File: config.mk
export PLATFORM = sky130hd
export DESIGN_NAME = rt_i2c_target
export DESIGN_NICKNAME = d
export VERILOG_FILES = /design/src/rtl/rt_i2c_pkg.sv /design/src/rtl/rt_i2c_filter.sv /design/src/rtl/rt_i2c_target.sv
export SDC_FILE = /design/constraint.sdc
export NUM_CORES = 1
export LEC_CHECK = 0
export CORE_MARGIN = 4
export CORE_UTILIZATION = 47
export DETAILED_ROUTE_END_ITERATION = 8
export GPL_ROUTABILITY_DRIVEN = 0
export PLACE_DENSITY = 0.75
export SYNTH_ARGS = -nofsm -noshare
export SYNTH_HDL_FRONTEND = slang
export SYNTH_SLANG_ARGS = --single-unit
export TNS_END_PERCENT = 30
File: constraint.sdc
create_clock -name rt_i_clk -period 2 [get_ports rt_i_clk]
set_input_delay 0.4 -clock rt_i_clk [delete_from_list [all_inputs] [get_ports rt_i_clk]]
set_output_delay 0.4 -clock rt_i_clk [all_outputs]
set_load 0.03 [all_outputs]
File: src/rtl/rt_i2c_pkg.sv
// Shared constants and the state encoding for the I2C target.
package rt_i2c_pkg;

  localparam int ADDR_W = 7;
  localparam int BYTE_W = 8;
  localparam logic [BYTE_W-1:0] RD_IDLE_FILL = 8'hFF;

  typedef enum logic [2:0] {
    ST_IDLE,
    ST_ADDR,
    ST_ADDR_ACK,
    ST_WR_DATA,
    ST_WR_ACK,
    ST_RD_DATA,
    ST_RD_ACK,
    ST_WAIT_STOP
  } state_t;

endpackage

File: src/rtl/rt_i2c_filter.sv
// Two-flop synchronizer followed by a stable-sample filter for one bus line.
// Rise/fall strobes are registered together with the filtered line.
module rt_i2c_filter #(
  parameter int FILTER_LEN = 3
) (
  input  logic i_clk,
  input  logic i_rst,
  input  logic i_pin,
  output logic o_line,
  output logic o_rise,
  output logic o_fall
);

  localparam int CNT_W = (FILTER_LEN > 1) ? $clog2(FILTER_LEN) : 1;

  logic [1:0]       r_sync;
  logic [CNT_W-1:0] r_cnt;
  logic             r_line;
  logic             r_rise;
  logic             r_fall;

  // NOTE: sequential state uses non-blocking assignments so every flop
  // samples the pre-edge value of the others, whatever the statement order.
  always_ff @(posedge i_clk) begin
    if (i_rst) begin
      r_sync <= 2'b11;
      r_cnt  <= '0;
      r_line <= 1'b1;
      r_rise <= 1'b0;
      r_fall <= 1'b0;
    end else begin
      r_sync <= {r_sync[0], i_pin};
      r_rise <= 1'b0;
      r_fall <= 1'b0;
      if (r_sync[1] != r_line) begin
        // The FILTER_LEN-th consecutive differing sample commits the change.
        if (r_cnt == CNT_W'(FILTER_LEN - 1)) begin
          r_line <= r_sync[1];
          r_cnt  <= '0;
          r_rise <= r_sync[1];
          r_fall <= ~r_sync[1];
        end else begin
          r_cnt <= r_cnt + 1'b1;
        end
      end else begin
        r_cnt <= '0;
      end
    end
  end

  assign o_line = r_line;
  assign o_rise = r_rise;
  assign o_fall = r_fall;

endmodule

File: src/rtl/rt_i2c_target.sv
// I2C target: filtered SCL/SDA, START/STOP detection, address match and
// byte-wide write/read handshakes toward the user side.
module rt_i2c_target
  import rt_i2c_pkg::*;
#(
  parameter int FILTER_LEN = 3
) (
  input  logic              rt_i_clk,
  input  logic              rt_i_rst,
  input  logic              rt_i_scl,
  input  logic              rt_i_sda,
  input  logic [ADDR_W-1:0] rt_i_addr,
  input  logic              rt_i_rx_ready,
  input  logic [BYTE_W-1:0] rt_i_tx_data,
  input  logic              rt_i_tx_valid,
  output logic              rt_o_sda_oe,
  output logic [BYTE_W-1:0] rt_o_rx_data,
  output logic              rt_o_rx_valid,
  output logic              rt_o_tx_ready,
  output logic              rt_o_rw,
  output logic              rt_o_busy,
  output logic              rt_o_start,
  output logic              rt_o_stop,
  output logic              rt_o_nak
);

  logic w_scl, w_scl_rise, w_scl_fall;
  logic w_sda, w_sda_rise, w_sda_fall;

  rt_i2c_filter #(.FILTER_LEN(FILTER_LEN)) u_scl_filter (
    .i_clk  (rt_i_clk),
    .i_rst  (rt_i_rst),
    .i_pin  (rt_i_scl),
    .o_line (w_scl),
    .o_rise (w_scl_rise),
    .o_fall (w_scl_fall)
  );

  rt_i2c_filter #(.FILTER_LEN(FILTER_LEN)) u_sda_filter (
    .i_clk  (rt_i_clk),
    .i_rst  (rt_i_rst),
    .i_pin  (rt_i_sda),
    .o_line (w_sda),
    .o_rise (w_sda_rise),
    .o_fall (w_sda_fall)
  );

  logic w_start, w_stop;
  assign w_start = w_sda_fall & w_scl;
  assign w_stop  = w_sda_rise & w_scl;

  state_t            r_state, w_state_nxt;
  logic [3:0]        r_cnt, w_cnt_nxt;
  logic [BYTE_W-1:0] r_shift, w_shift_nxt;
  logic              r_sda_oe, w_sda_oe_nxt;
  logic              r_rw, w_rw_nxt;
  logic              r_busy, w_busy_nxt;
  logic [BYTE_W-1:0] r_rx_data, w_rx_data_nxt;
  logic              r_rx_valid, w_rx_valid_nxt;
  logic              r_tx_ready, w_tx_ready_nxt;
  logic              r_nak, w_nak_nxt;

  logic [BYTE_W-1:0] w_rx_byte;
  logic [BYTE_W-1:0] w_load_byte;
  assign w_rx_byte   = {r_shift[BYTE_W-2:0], w_sda};
  assign w_load_byte = rt_i_tx_valid ? rt_i_tx_data : RD_IDLE_FILL;

  always_ff @(posedge rt_i_clk) begin
    if (rt_i_rst) begin
      r_state    <= ST_IDLE;
      r_cnt      <= '0;
      r_shift    <= '0;
      r_sda_oe   <= 1'b0;
      r_rw       <= 1'b0;
      r_busy     <= 1'b0;
      r_rx_data  <= '0;
      r_rx_valid <= 1'b0;
      r_tx_ready <= 1'b0;
      r_nak      <= 1'b0;
    end else begin
      r_state    <= w_state_nxt;
      r_cnt      <= w_cnt_nxt;
      r_shift    <= w_shift_nxt;
      r_sda_oe   <= w_sda_oe_nxt;
      r_rw       <= w_rw_nxt;
      r_busy     <= w_busy_nxt;
      r_rx_data  <= w_rx_data_nxt;
      r_rx_valid <= w_rx_valid_nxt;
      r_tx_ready <= w_tx_ready_nxt;
      r_nak      <= w_nak_nxt;
    end
  end

  // NOTE: every output of this block is given a default before the case so
  // no path leaves a signal unassigned, which would infer a latch.
  always_comb begin
    w_state_nxt    = r_state;
    w_cnt_nxt      = r_cnt;
    w_shift_nxt    = r_shift;
    w_sda_oe_nxt   = r_sda_oe;
    w_rw_nxt       = r_rw;
    w_busy_nxt     = r_busy;
    w_rx_data_nxt  = r_rx_data;
    w_rx_valid_nxt = 1'b0;
    w_tx_ready_nxt = 1'b0;
    w_nak_nxt      = 1'b0;

    if (w_start) begin
      w_state_nxt  = ST_ADDR;
      w_cnt_nxt    = '0;
      w_sda_oe_nxt = 1'b0;
      w_busy_nxt   = 1'b0;
    end else if (w_stop) begin
      w_state_nxt  = ST_IDLE;
      w_cnt_nxt    = '0;
      w_sda_oe_nxt = 1'b0;
      w_busy_nxt   = 1'b0;
    end else begin
      case (r_state)
        ST_ADDR: begin
          if (w_scl_rise) begin
            w_shift_nxt = w_rx_byte;
            w_cnt_nxt   = r_cnt + 4'd1;
            if (r_cnt == 4'd7) begin
              w_cnt_nxt = '0;
              if (w_rx_byte[BYTE_W-1:1] == rt_i_addr) begin
                w_rw_nxt    = w_rx_byte[0];
                w_busy_nxt  = 1'b1;
                w_state_nxt = ST_ADDR_ACK;
              end else begin
                w_state_nxt = ST_WAIT_STOP;
              end
            end
          end
        end

        ST_ADDR_ACK: begin
          if (w_scl_fall) begin
            if (!r_sda_oe) begin
              w_sda_oe_nxt = 1'b1;
            end else if (r_rw) begin
              // Shift register holds the remaining bits, MSB-aligned.
              w_shift_nxt    = {w_load_byte[BYTE_W-2:0], 1'b1};
              w_sda_oe_nxt   = ~w_load_byte[BYTE_W-1];
              w_cnt_nxt      = 4'd1;
              w_tx_ready_nxt = rt_i_tx_valid;
              w_state_nxt    = ST_RD_DATA;
            end else begin
              w_sda_oe_nxt = 1'b0;
              w_state_nxt  = ST_WR_DATA;
            end
          end
        end

        ST_WR_DATA: begin
          if (w_scl_rise) begin
            w_shift_nxt = w_rx_byte;
            w_cnt_nxt   = r_cnt + 4'd1;
            if (r_cnt == 4'd7) begin
              w_cnt_nxt      = '0;
              w_rx_data_nxt  = w_rx_byte;
              w_rx_valid_nxt = 1'b1;
              w_state_nxt    = ST_WR_ACK;
            end
          end
        end

        ST_WR_ACK: begin
          // The user's ready is judged in the same cycle as the rx strobe.
          if (r_rx_valid) begin
            if (!rt_i_rx_ready) begin
              w_state_nxt = ST_WAIT_STOP;
            end
          end else if (w_scl_fall) begin
            if (!r_sda_oe) begin
              w_sda_oe_nxt = 1'b1;
            end else begin
              w_sda_oe_nxt = 1'b0;
              w_state_nxt  = ST_WR_DATA;
            end
          end
        end

        ST_RD_DATA: begin
          if (w_scl_fall) begin
            if (r_cnt == 4'd8) begin
              w_sda_oe_nxt = 1'b0;
              w_cnt_nxt    = '0;
              w_state_nxt  = ST_RD_ACK;
            end else begin
              w_sda_oe_nxt = ~r_shift[BYTE_W-1];
              w_shift_nxt  = {r_shift[BYTE_W-2:0], 1'b1};
              w_cnt_nxt    = r_cnt + 4'd1;
            end
          end
        end

        ST_RD_ACK: begin
          if (w_scl_rise && w_sda) begin
            w_nak_nxt   = 1'b1;
            w_state_nxt = ST_WAIT_STOP;
          end else if (w_scl_fall) begin
            w_shift_nxt    = {w_load_byte[BYTE_W-2:0], 1'b1};
            w_sda_oe_nxt   = ~w_load_byte[BYTE_W-1];
            w_cnt_nxt      = 4'd1;
            w_tx_ready_nxt = rt_i_tx_valid;
            w_state_nxt    = ST_RD_DATA;
          end
        end

        default: begin
          w_sda_oe_nxt = 1'b0;
        end
      endcase
    end
  end

  assign rt_o_sda_oe   = r_sda_oe;
  assign rt_o_rx_data  = r_rx_data;
  assign rt_o_rx_valid = r_rx_valid;
  assign rt_o_tx_ready = r_tx_ready;
  assign rt_o_rw       = r_rw;
  assign rt_o_busy     = r_busy;
  assign rt_o_start    = w_start;
  assign rt_o_stop     = w_stop;
  assign rt_o_nak      = r_nak;

endmodule

==> results of run 1 <==
layout make-up:
class	count	area share [%]
well taps	52	2.31
repair buffers	60	19.2
flip-flops and latches	43	30.6
multi-input cells	178	42.4
clock buffers	8	3.55
inverters	14	1.87
logic make-up after synthesis:
group           after synthesis  synth area share [%]
compound gates               59                  17.8
xor+xnor                     10                  4.10
fa+ha+maj                     4                  2.34
buf+inv                      28                  5.62
flops                        43                  40.3
mux                          15                  7.09
simple gates                 90                  22.7
path summary, 6_finish.rpt:
| path | endpoint | cells after the start |
|---|---|---|
| setup / recovery | rt_o_rx_data[0] | 7 |
| hold / removal | u_sda_filter.r_cnt[0] | 1 |
| setup reg to reg | rt_o_rx_data[0] | 7 |
| hold reg to reg | u_sda_filter.r_cnt[0] | 1 |
registers in the layout, indices dropped and copies added (netlist names), 2 cells and up:
register and cells:
u_scl_filter.r_sync 2, u_scl_filter.r_cnt 2, u_sda_filter.r_sync 2, r_shift 8
rt_o_rx_data 8, u_sda_filter.r_cnt 2, r_cnt 4, r_state 3
synthesized netlist by cell type (2+ instances only):
master | count | area, sq um
buf_2 | 3 | 15.0
nand3_1 | 3 | 15.0
and3_1 | 2 | 12.5
clkbuf_1 | 9 | 33.8
nor2b_1 | 5 | 31.3
nor2_1 | 28 | 105
nor4_1 | 3 | 18.8
mux2i_1 | 14 | 140
a32oi_1 | 2 | 17.5
inv_1 | 13 | 48.8
xnor2_1 | 6 | 52.6
nand2_1 | 11 | 41.3
a31o_1 | 6 | 52.6
o21a_1 | 2 | 15.0
o21ai_0 | 11 | 55.1
ha_1 | 4 | 50.1
nor4bb_1 | 4 | 40.0
a21oi_1 | 22 | 110
o221ai_1 | 2 | 17.5
or3_1 | 4 | 25.0
or2_2 | 4 | 25.0
and2_1 | 2 | 12.5
xor2_1 | 4 | 35.0
nand3b_1 | 3 | 22.5
nand2b_1 | 3 | 18.8
nor3_1 | 11 | 55.1
dfxtp_1 | 43 | 861
nand4_1 | 2 | 12.5
per-layer routing:
metal  wire, um  share of wire, %  track usage [%]
met4         40              0.78             5.24
met3        246               4.8             4.62
met2       2460                48             31.2
met5          0                 0                0
met1       2350                46             26.8
report_power, final:
part | switching [W] | internal, W
clock | 0.000284 | 0.000315
combinational | 0.000352 | 0.000302
sequential | 0.0000691 | 0.000890
metrics by stage:
step	std cells	utilization (%)	setup TNS, ps	setup WS [ps]	hold slack, ps
after detailed placement	342	60.1	-1150	-170	397
after global placement	342	60.1	-458	-64.5	392
after global routing	355	64.3	-594	-82.4	426
after CTS	353	63.5	-13.4	-9.61	415
final	355	64.3	-50.8	-15.1	413
after floorplan	249	-	0	50.1	389
worst register-to-register path, stage by stage (launching register included):
cell and delay (ps):
dfxtp_2 360, ha_4 140, nand3b_1 110, or4b_4 540, or3b_4 400, buf_4 170
mux2i_1 140, nor2_1 50
repair_timing:
item                       in CTS  in global routing
resized for setup              10                  2
buffers inserted                2                  2
pin swaps                       0                  1
hold buffers                    0                  0
gates cloned                    1                  0
setup endpoints to repair      10                 13
==> metrics.yaml, run 1 <==
rsz0062_at_grt: "true"
critPathArrivalTime_ps: 2200
dp_hpwl_mm: 3.67
ys_ff_latch: 43
ant_nets: 0
nFillCells: 390
ys_dominant_reg_cell: "dfxtp_1"
postSynthAreaPerCell_sq_um: 8.58
drv_cap: 0
async_flop_share_pct: 0
critPathSlowestCell: "or4b_4"
synthesis.area_sq_mm: 0.00214
hold_start: "u_sda_filter.r_cnt[0]"
area.sequential_sq_um: 863
cp_cell_sequence: "ha_4 > nand3b_1 > or4b_4 > or3b_4 > buf_4 > mux2i_1 > nor2_1"
crit_buf_inv: 1
ys_seq_area_share_pct: 40.3
tightestPinTransition_ps: 451
p_total_w: 0.00221
p_leak_nw: 1.15
setup_viol: 4
required_ps: 2180
critPathTopFamily: "simple AND/OR/NAND/NOR gates"
ctsLongestPathBuffers: 2
wl_mm: 5.10
portBuffers: 36
vias: 1962
antennaDiodeCount: 0
syn-num-nets: 274
worstSetupStartpoint: "r_cnt[0]"
area_growth_syn_to_layout_pct: 31.9
status: "finished with violations"
regToRegSetupSlack_ps: -20
ir_drop_uv: 410
hold_path_class: "flop to flop"
fin_nets: 327
htreeDepth: 2
violations: "setup timing"
placed_cell_area_sq_mm: 0.00264
drv_slew: 0
start_util_pct: 48.7
grt_overflow: 0
startpoint_type: "flop"
first_pass_iters: 4
cts_root_buf: "clkbuf_8"
power.density_mw_per_mm2: 785
grt_antenna_before_repair: 0
finalWorstSetupSlack_ps: -15.1
vias_per_cell: 5.53
worstPathMaxFanout: 4
die_area_sq_mm: 0.00569
numCtsBuffers: 5
relSlewSlack_pct: 69.9
rr_startpoint: "r_cnt[0]"
cp-end-kind: "flop"
rows: 24
clk_pin_slew_ps: 80
layout_commonest_cell: "dfxtp_1"
fp.dieW_um: 75.4
drc_errors: 0
cts_tree: "yes"
grt_pass1_wl_mm: 8.66
insertion_delay_ps: 290
layout_common_cells: "dfxtp_1 (41), clkdlybuf4s50_1 (34), nor2_1 (28)"
fmaxAchievable_mhz: 496
grt_max_degree: 20
min_period_ps: 2020
drive_above_1_share_pct: 15.2
grt_pass1_vias: 1885
finalCritPeriodShare_pct: 101
finClkSkew_ps: 8.02
die_h_um: 75.4
cts.sinks: 43
crit_path_max_incr_delay_ps: 540
first_iter_violations: 190
synth_edf_count: 0
grtUsageTotal_pct: 19.6
ys_warn_count: 0
multi_input_area_sq_mm: 0.00119
synthDistinctLibCells: 51
syn_inst: 249
timing_worst_setup_path_type: "flop to flop"
io_pins: 37
core-area_sq_mm: 0.00438
final_area_sq_mm: 0.00282
final_hold_viol_count: 0
wl_per_cell_um: 14.4
(Power assumes the default switching activity.)
==> run 2: changes to the inputs <==
- CORE_UTILIZATION: 47 -> 49
- CTS_BUF_LIST: not set -> sky130_fd_sc_hd__clkbuf_4 sky130_fd_sc_hd__clkbuf_8
- CTS_CLUSTER_SIZE: not set -> 16
- PLACE_DENSITY: 0.75 -> 0.78
==> metrics.yaml, run 2 (same netlist as run 1, synthesis figures left out) <==
layout_commonest_cell: "dfxtp_1"  # unchanged
area_growth_syn_to_layout_pct: 31.7  # was 31.9%
worstPathMaxFanout: 5  # was 4
ctsLongestPathBuffers: 2  # unchanged
tightestPinTransition_ps: 450  # was 451 ps
relSlewSlack_pct: 70.0  # was 69.9%
cp-end-kind: "flop"  # unchanged
clk_pin_slew_ps: 90  # was 80 ps
die_h_um: 74.0  # was 75.4 um
area.sequential_sq_um: 863  # unchanged
cts.sinks: 43  # unchanged
grt_antenna_before_repair: 0  # unchanged
cts_hold_buf: 0  # unchanged
cts_root_buf: "clkbuf_8"  # unchanged
grtUsageTotal_pct: 18.9  # was 19.6%
p_clk_share_pct: 31.0  # was 27.1%
use_met2_pct: 30.0  # was 31.2%
io_pins: 37  # unchanged
fmaxAchievable_mhz: 489  # was 496 MHz
p_comb_share_pct: 27.4  # was 29.6%
first_pass_iters: 5  # was 4
drv_slew: 0  # unchanged
post-route-util_pct: 68.3  # was 64.3%
dp_hpwl_mm: 3.64  # was 3.67 mm
insertion_delay_ps: 310  # was 290 ps
setup-tns-final_ps: -142  # was -50.8 ps
finalWorstSetupSlack_ps: -43.7  # was -15.1 ps
rows: 23  # was 24
portBuffers: 36  # unchanged
first_iter_violations: 157  # was 190
grt_pass1_vias: 1763  # was 1,885
final_hold_viol_count: 0  # unchanged
use_met3_pct: 4.05  # was 4.62%
vias_per_cell: 5.61  # was 5.53
required_ps: 2190  # was 2180 ps
vias: 1974  # was 1,962
final_area_sq_mm: 0.00281  # was 0.00282 sq mm
switching_share_pct: 31.8  # was 31.9%
finalCritPeriodShare_pct: 102  # was 101%
intPower_w: 0.00156  # was 0.00151 W
met1_usage_pct: 24.8  # was 26.8%
min_period_ps: 2040  # was 2020 ps
ant_nets: 0  # unchanged
power.density_mw_per_mm2: 811  # was 785 mW/mm^2
p_sw_w: 0.000725  # was 0.000705 W
numCtsBuffers: 5  # unchanged
wl_mm: 5.03  # was 5.10 mm
critPathArrivalTime_ps: 2240  # was 2200 ps
cts_tree: "yes"  # unchanged
startpoint_type: "flop"  # unchanged
wl_per_cell_um: 14.3  # was 14.4 um
drv_cap: 0  # unchanged
p_leak_nw: 1.14  # was 1.15 nW
hold_path_class: "flop to flop"  # unchanged
ir_drop_uv: 482  # was 410 uV
status: "finished with violations"  # unchanged
nFillCells: 340  # was 390
core-area_sq_mm: 0.00412  # was 0.00438 sq mm
htreeDepth: 2  # unchanged
busiest_layer: "met2"  # unchanged
placed_cell_area_sq_mm: 0.00264  # about the same
fin_nets: 326  # was 327
hold_slack_ps: 417  # was 413 ps
fp.dieW_um: 74.0  # was 75.4 um
seq_power_share_pct: 41.6  # was 43.4%
rsz0062_at_grt: "true"  # unchanged
die_area_sq_mm: 0.00548  # was 0.00569 sq mm
grt_pass1_wl_mm: 7.98  # was 8.66 mm
grt_max_degree: 22  # was 20
antennaDiodeCount: 0  # unchanged
timing_worst_setup_path_type: "flop to flop"  # unchanged
drc_errors: 0  # unchanged
violations: "setup timing"  # unchanged
drive_above_1_share_pct: 15.2  # about the same
layout_common_cells: "dfxtp_1 (41), clkdlybuf4s50_1 (34), nor2_1 (28)"  # unchanged
dp_slack_ps: -131  # was -170 ps
finClkSkew_ps: 9.18  # was 8.02 ps
multi_input_area_sq_mm: 0.00118  # was 0.00119 sq mm
start_util_pct: 51.9  # was 48.7%
grt_overflow: 0  # unchanged
setup_viol: 8  # was 4
## run 2: metrics by stage
step | instances | total power (W)
finish | 352 | 0.00228
global route | 352 | 0.00239
CTS | 352 | 0.00226
detailed placement | 341 | 0.00157
global placement | 341 | 0.00156
floorplan | 249 | 0.00138
## run 2: metal layers
layer | vias up | wire length, um
met2 | 67 | 2380
met3 | 11 | 295
met1 | 910 | 2260
li1 | 986 | -
met4 | 0 | 92
met5 | - | 0
## run 2: path summary, 6_finish.rpt
path                    startpoint                    end  slack (ps)  cells past startpoint
max                       r_cnt[0]        rt_o_rx_data[3]         -40                      7
min          u_sda_filter.r_cnt[0]  u_sda_filter.r_cnt[0]         420                      1
max reg2reg               r_cnt[0]        rt_o_rx_data[3]         -40                      7
min reg2reg  u_sda_filter.r_cnt[0]  u_sda_filter.r_cnt[0]         420                      1
## run 2: power by group through the flow
stage                     registers (W)  logic [W]  clock network, W
final                          0.000949   0.000625          0.000707
after global routing           0.000956   0.000690          0.000748
after global placement         0.000968   0.000592                 0
after CTS                      0.000946   0.000602          0.000717
after floorplan                0.000948   0.000435                 0
after detailed placement       0.000967   0.000600                 0
## run 2: final cells by class
| cell class | count | share of cell area [%] |
|---|---|---|
| inverter | 14 | 1.87 |
| multi-input combinational | 178 | 42.1 |
| clock inverter | 3 | 1.65 |
| tap | 50 | 2.22 |
| sequential | 43 | 30.7 |
| timing repair buffer | 59 | 19.0 |
| clock buffer | 5 | 2.45 |
## run 2: critical path, cell delays in order, from the launching register on
cell and delay (ps):
dfxtp_2 360, ha_4 130, nand3b_1 120, or4b_4 550
or3b_4 400, buf_6 150, mux2i_1 170, nor2_1 60
## run 2: timing repair
item / 4_1_cts / 5_1_grt
gates resized for setup: 8 / 4
pin swaps: 1 / 1
cloned: 1 / 0
setup buffers: 2 / 0
setup endpoints to repair: 10 / 11
==> RTL edit, RTL diff (settings of run 2) <==
`FILTER_LEN` is set to 3 in 2 places; all go to 6.
--- a/src/rtl/rt_i2c_filter.sv
+++ b/src/rtl/rt_i2c_filter.sv
@@ -3,3 +3,3 @@
 module rt_i2c_filter #(
-  parameter int FILTER_LEN = 3
+  parameter int FILTER_LEN = 6
 ) (
--- a/src/rtl/rt_i2c_target.sv
+++ b/src/rtl/rt_i2c_target.sv
@@ -5,3 +5,3 @@
 #(
-  parameter int FILTER_LEN = 3
+  parameter int FILTER_LEN = 6
 ) (
Function: changed (a bounded check fails within 10 cycles, from zero or initial values and one cycle with rt_i_rst high).
==> RTL edit against run 2 <==
Final cell count up 5.1%. Sequential cell count up 2. Synthesized area up 9.1%. Wire length up 3.3%. Setup slack better by 0.12 ns. Cell area up 2.4%. Hold slack worse by 0.0018 ns. Critical endpoint is now rt_o_rw.
Power is not compared: it rests on default switching activity, and its combinational part moved more than twofold at a synthesized area within 25%.
==> RTL edit: results (changes against run 2) <==
================================================================================
Cell Count, Final, Fillers Out                                               370   +5.1%
Inst Count DP                                                                362   +6.2%
Worst-case reg-to-reg path depth                                               6   -1
Share of the synthesized area in compound gates (AO/OA/AOI/OAI)            21.1%   +3.3 points
Sequential fraction of the synthesis area                                  38.7%   -1.6 points
CP Launch Point                                                          rt_o_rw
Standard cell with the maximum stage delay on the critical path     sky130_fd_sc_hd__clkdlybuf4s50_1
Total setup buffers inserted after CTS                                         0   -2
Data arrival time at the worst-slack endpoint                            1.52 ns   -0.72 ns
Final setup margin                                                     0.0813 ns   +0.125 ns
Estimated wirelength of the detail-placed design                         3.75 mm   +3.1%
Flop2flop setup slack                                                    0.15 ns   +0.19 ns
Worst setup skew after layout                                         0.00441 ns   -0.00477 ns
Pre-CTS worst setup slack                                              0.0463 ns   +0.178 ns
First-iteration detailed-routing DRC count                                   228   +45%
Last element of the critical path                                        rt_o_rw
Main area contributors after synthesis                              sky130_fd_sc_hd__dfxtp_1, sky130_fd_sc_hd__a21oi_1, sky130_fd_sc_hd__mux2i_1, sky130_fd_sc_hd__nor2_1, sky130_fd_sc_hd__ha_1
Worst reg2reg path endpoint                                           r_shift[6]
TritonRoute pass-1 iters                                                       4   -1
Wire length per cell                                                     14.0 um   -1.8%
Total via count after detailed routing                                     2,071   +4.9%
Number of global-route vias before repair                                  1,963   +11%
Total Nets Final                                                             344   +5.5%
Average instance area after synthesis                                   8.38 um2   -2.3%
Slew of the pin with the lowest slew margin                             0.427 ns   -0.0227 ns
CP Max Fanout                                                                  7   +2
Reg-to-Reg Start                                                      r_state[2]
Area after detailed placement                                           2780 um2   +5.2%
Commonest cells in the synthesized netlist                          sky130_fd_sc_hd__dfxtp_1, sky130_fd_sc_hd__a21oi_1, sky130_fd_sc_hd__nor2_1, sky130_fd_sc_hd__inv_1, sky130_fd_sc_hd__nand2_1
Global Route Usage Sum                                                     18.5%   -0.46 points
Family with the most delay on the worst path                        buffers and inverters
Run status                                                          finished, final reports clean
Xor and xnor area share after synthesis                                    2.63%   -1.5 points
Fraction of final layout cells with drive strength greater than 1          9.12%   -6.1 points
Slowest stage delay, CP                                                  0.73 ns   +0.18 ns
Fill count                                                                   364   +7.1%
Origin of the worst min-delay path                                  u_scl_filter.r_sync[0]
Min Hold Slack                                                          0.415 ns   -0.00182 ns
First-pass GRT wire length                                               8.96 mm   +12%
================================================================================
## RTL edit: cell types whose count changed after synthesis, sizes merged, moves of 4 or more
cell	run 2	this run
a21oi	22	34
a31o	7	0
and3b	0	4
buf	5	10
nand2b	3	8
nand3	3	7
nor2	28	22
nor4bb	4	0
xnor2	6	0
## RTL edit: layer usage
layer  global-route usage (%)  routed length (um)  vias up
li1                         -                   -     1060
met1                     25.7                2560      948
met2                     28.8                2300       59
met3                     3.75                 281        4
met4                     5.25                  44        0
met5                        0                   0        -
## RTL edit: logic make-up after synthesis
family,count (synthesis)
adders and majority gates,6
DFF,45
muxes,11
and+or+nand+nor,99
buffers and inverters,32
xor gates and xnor gates,7
AOI/OAI and AO/OA,78
## RTL edit: layout make-up
type,instances,area (um2),share of cell area (%)
timing repair buffer,50,483,16.8
clock buffer,5,68.8,2.39
clock inverter,3,25.0,0.869
inverter,14,52.6,1.82
sequential,45,903,31.4
tap,52,65.1,2.26
multi-input combinational,201,1280,44.5
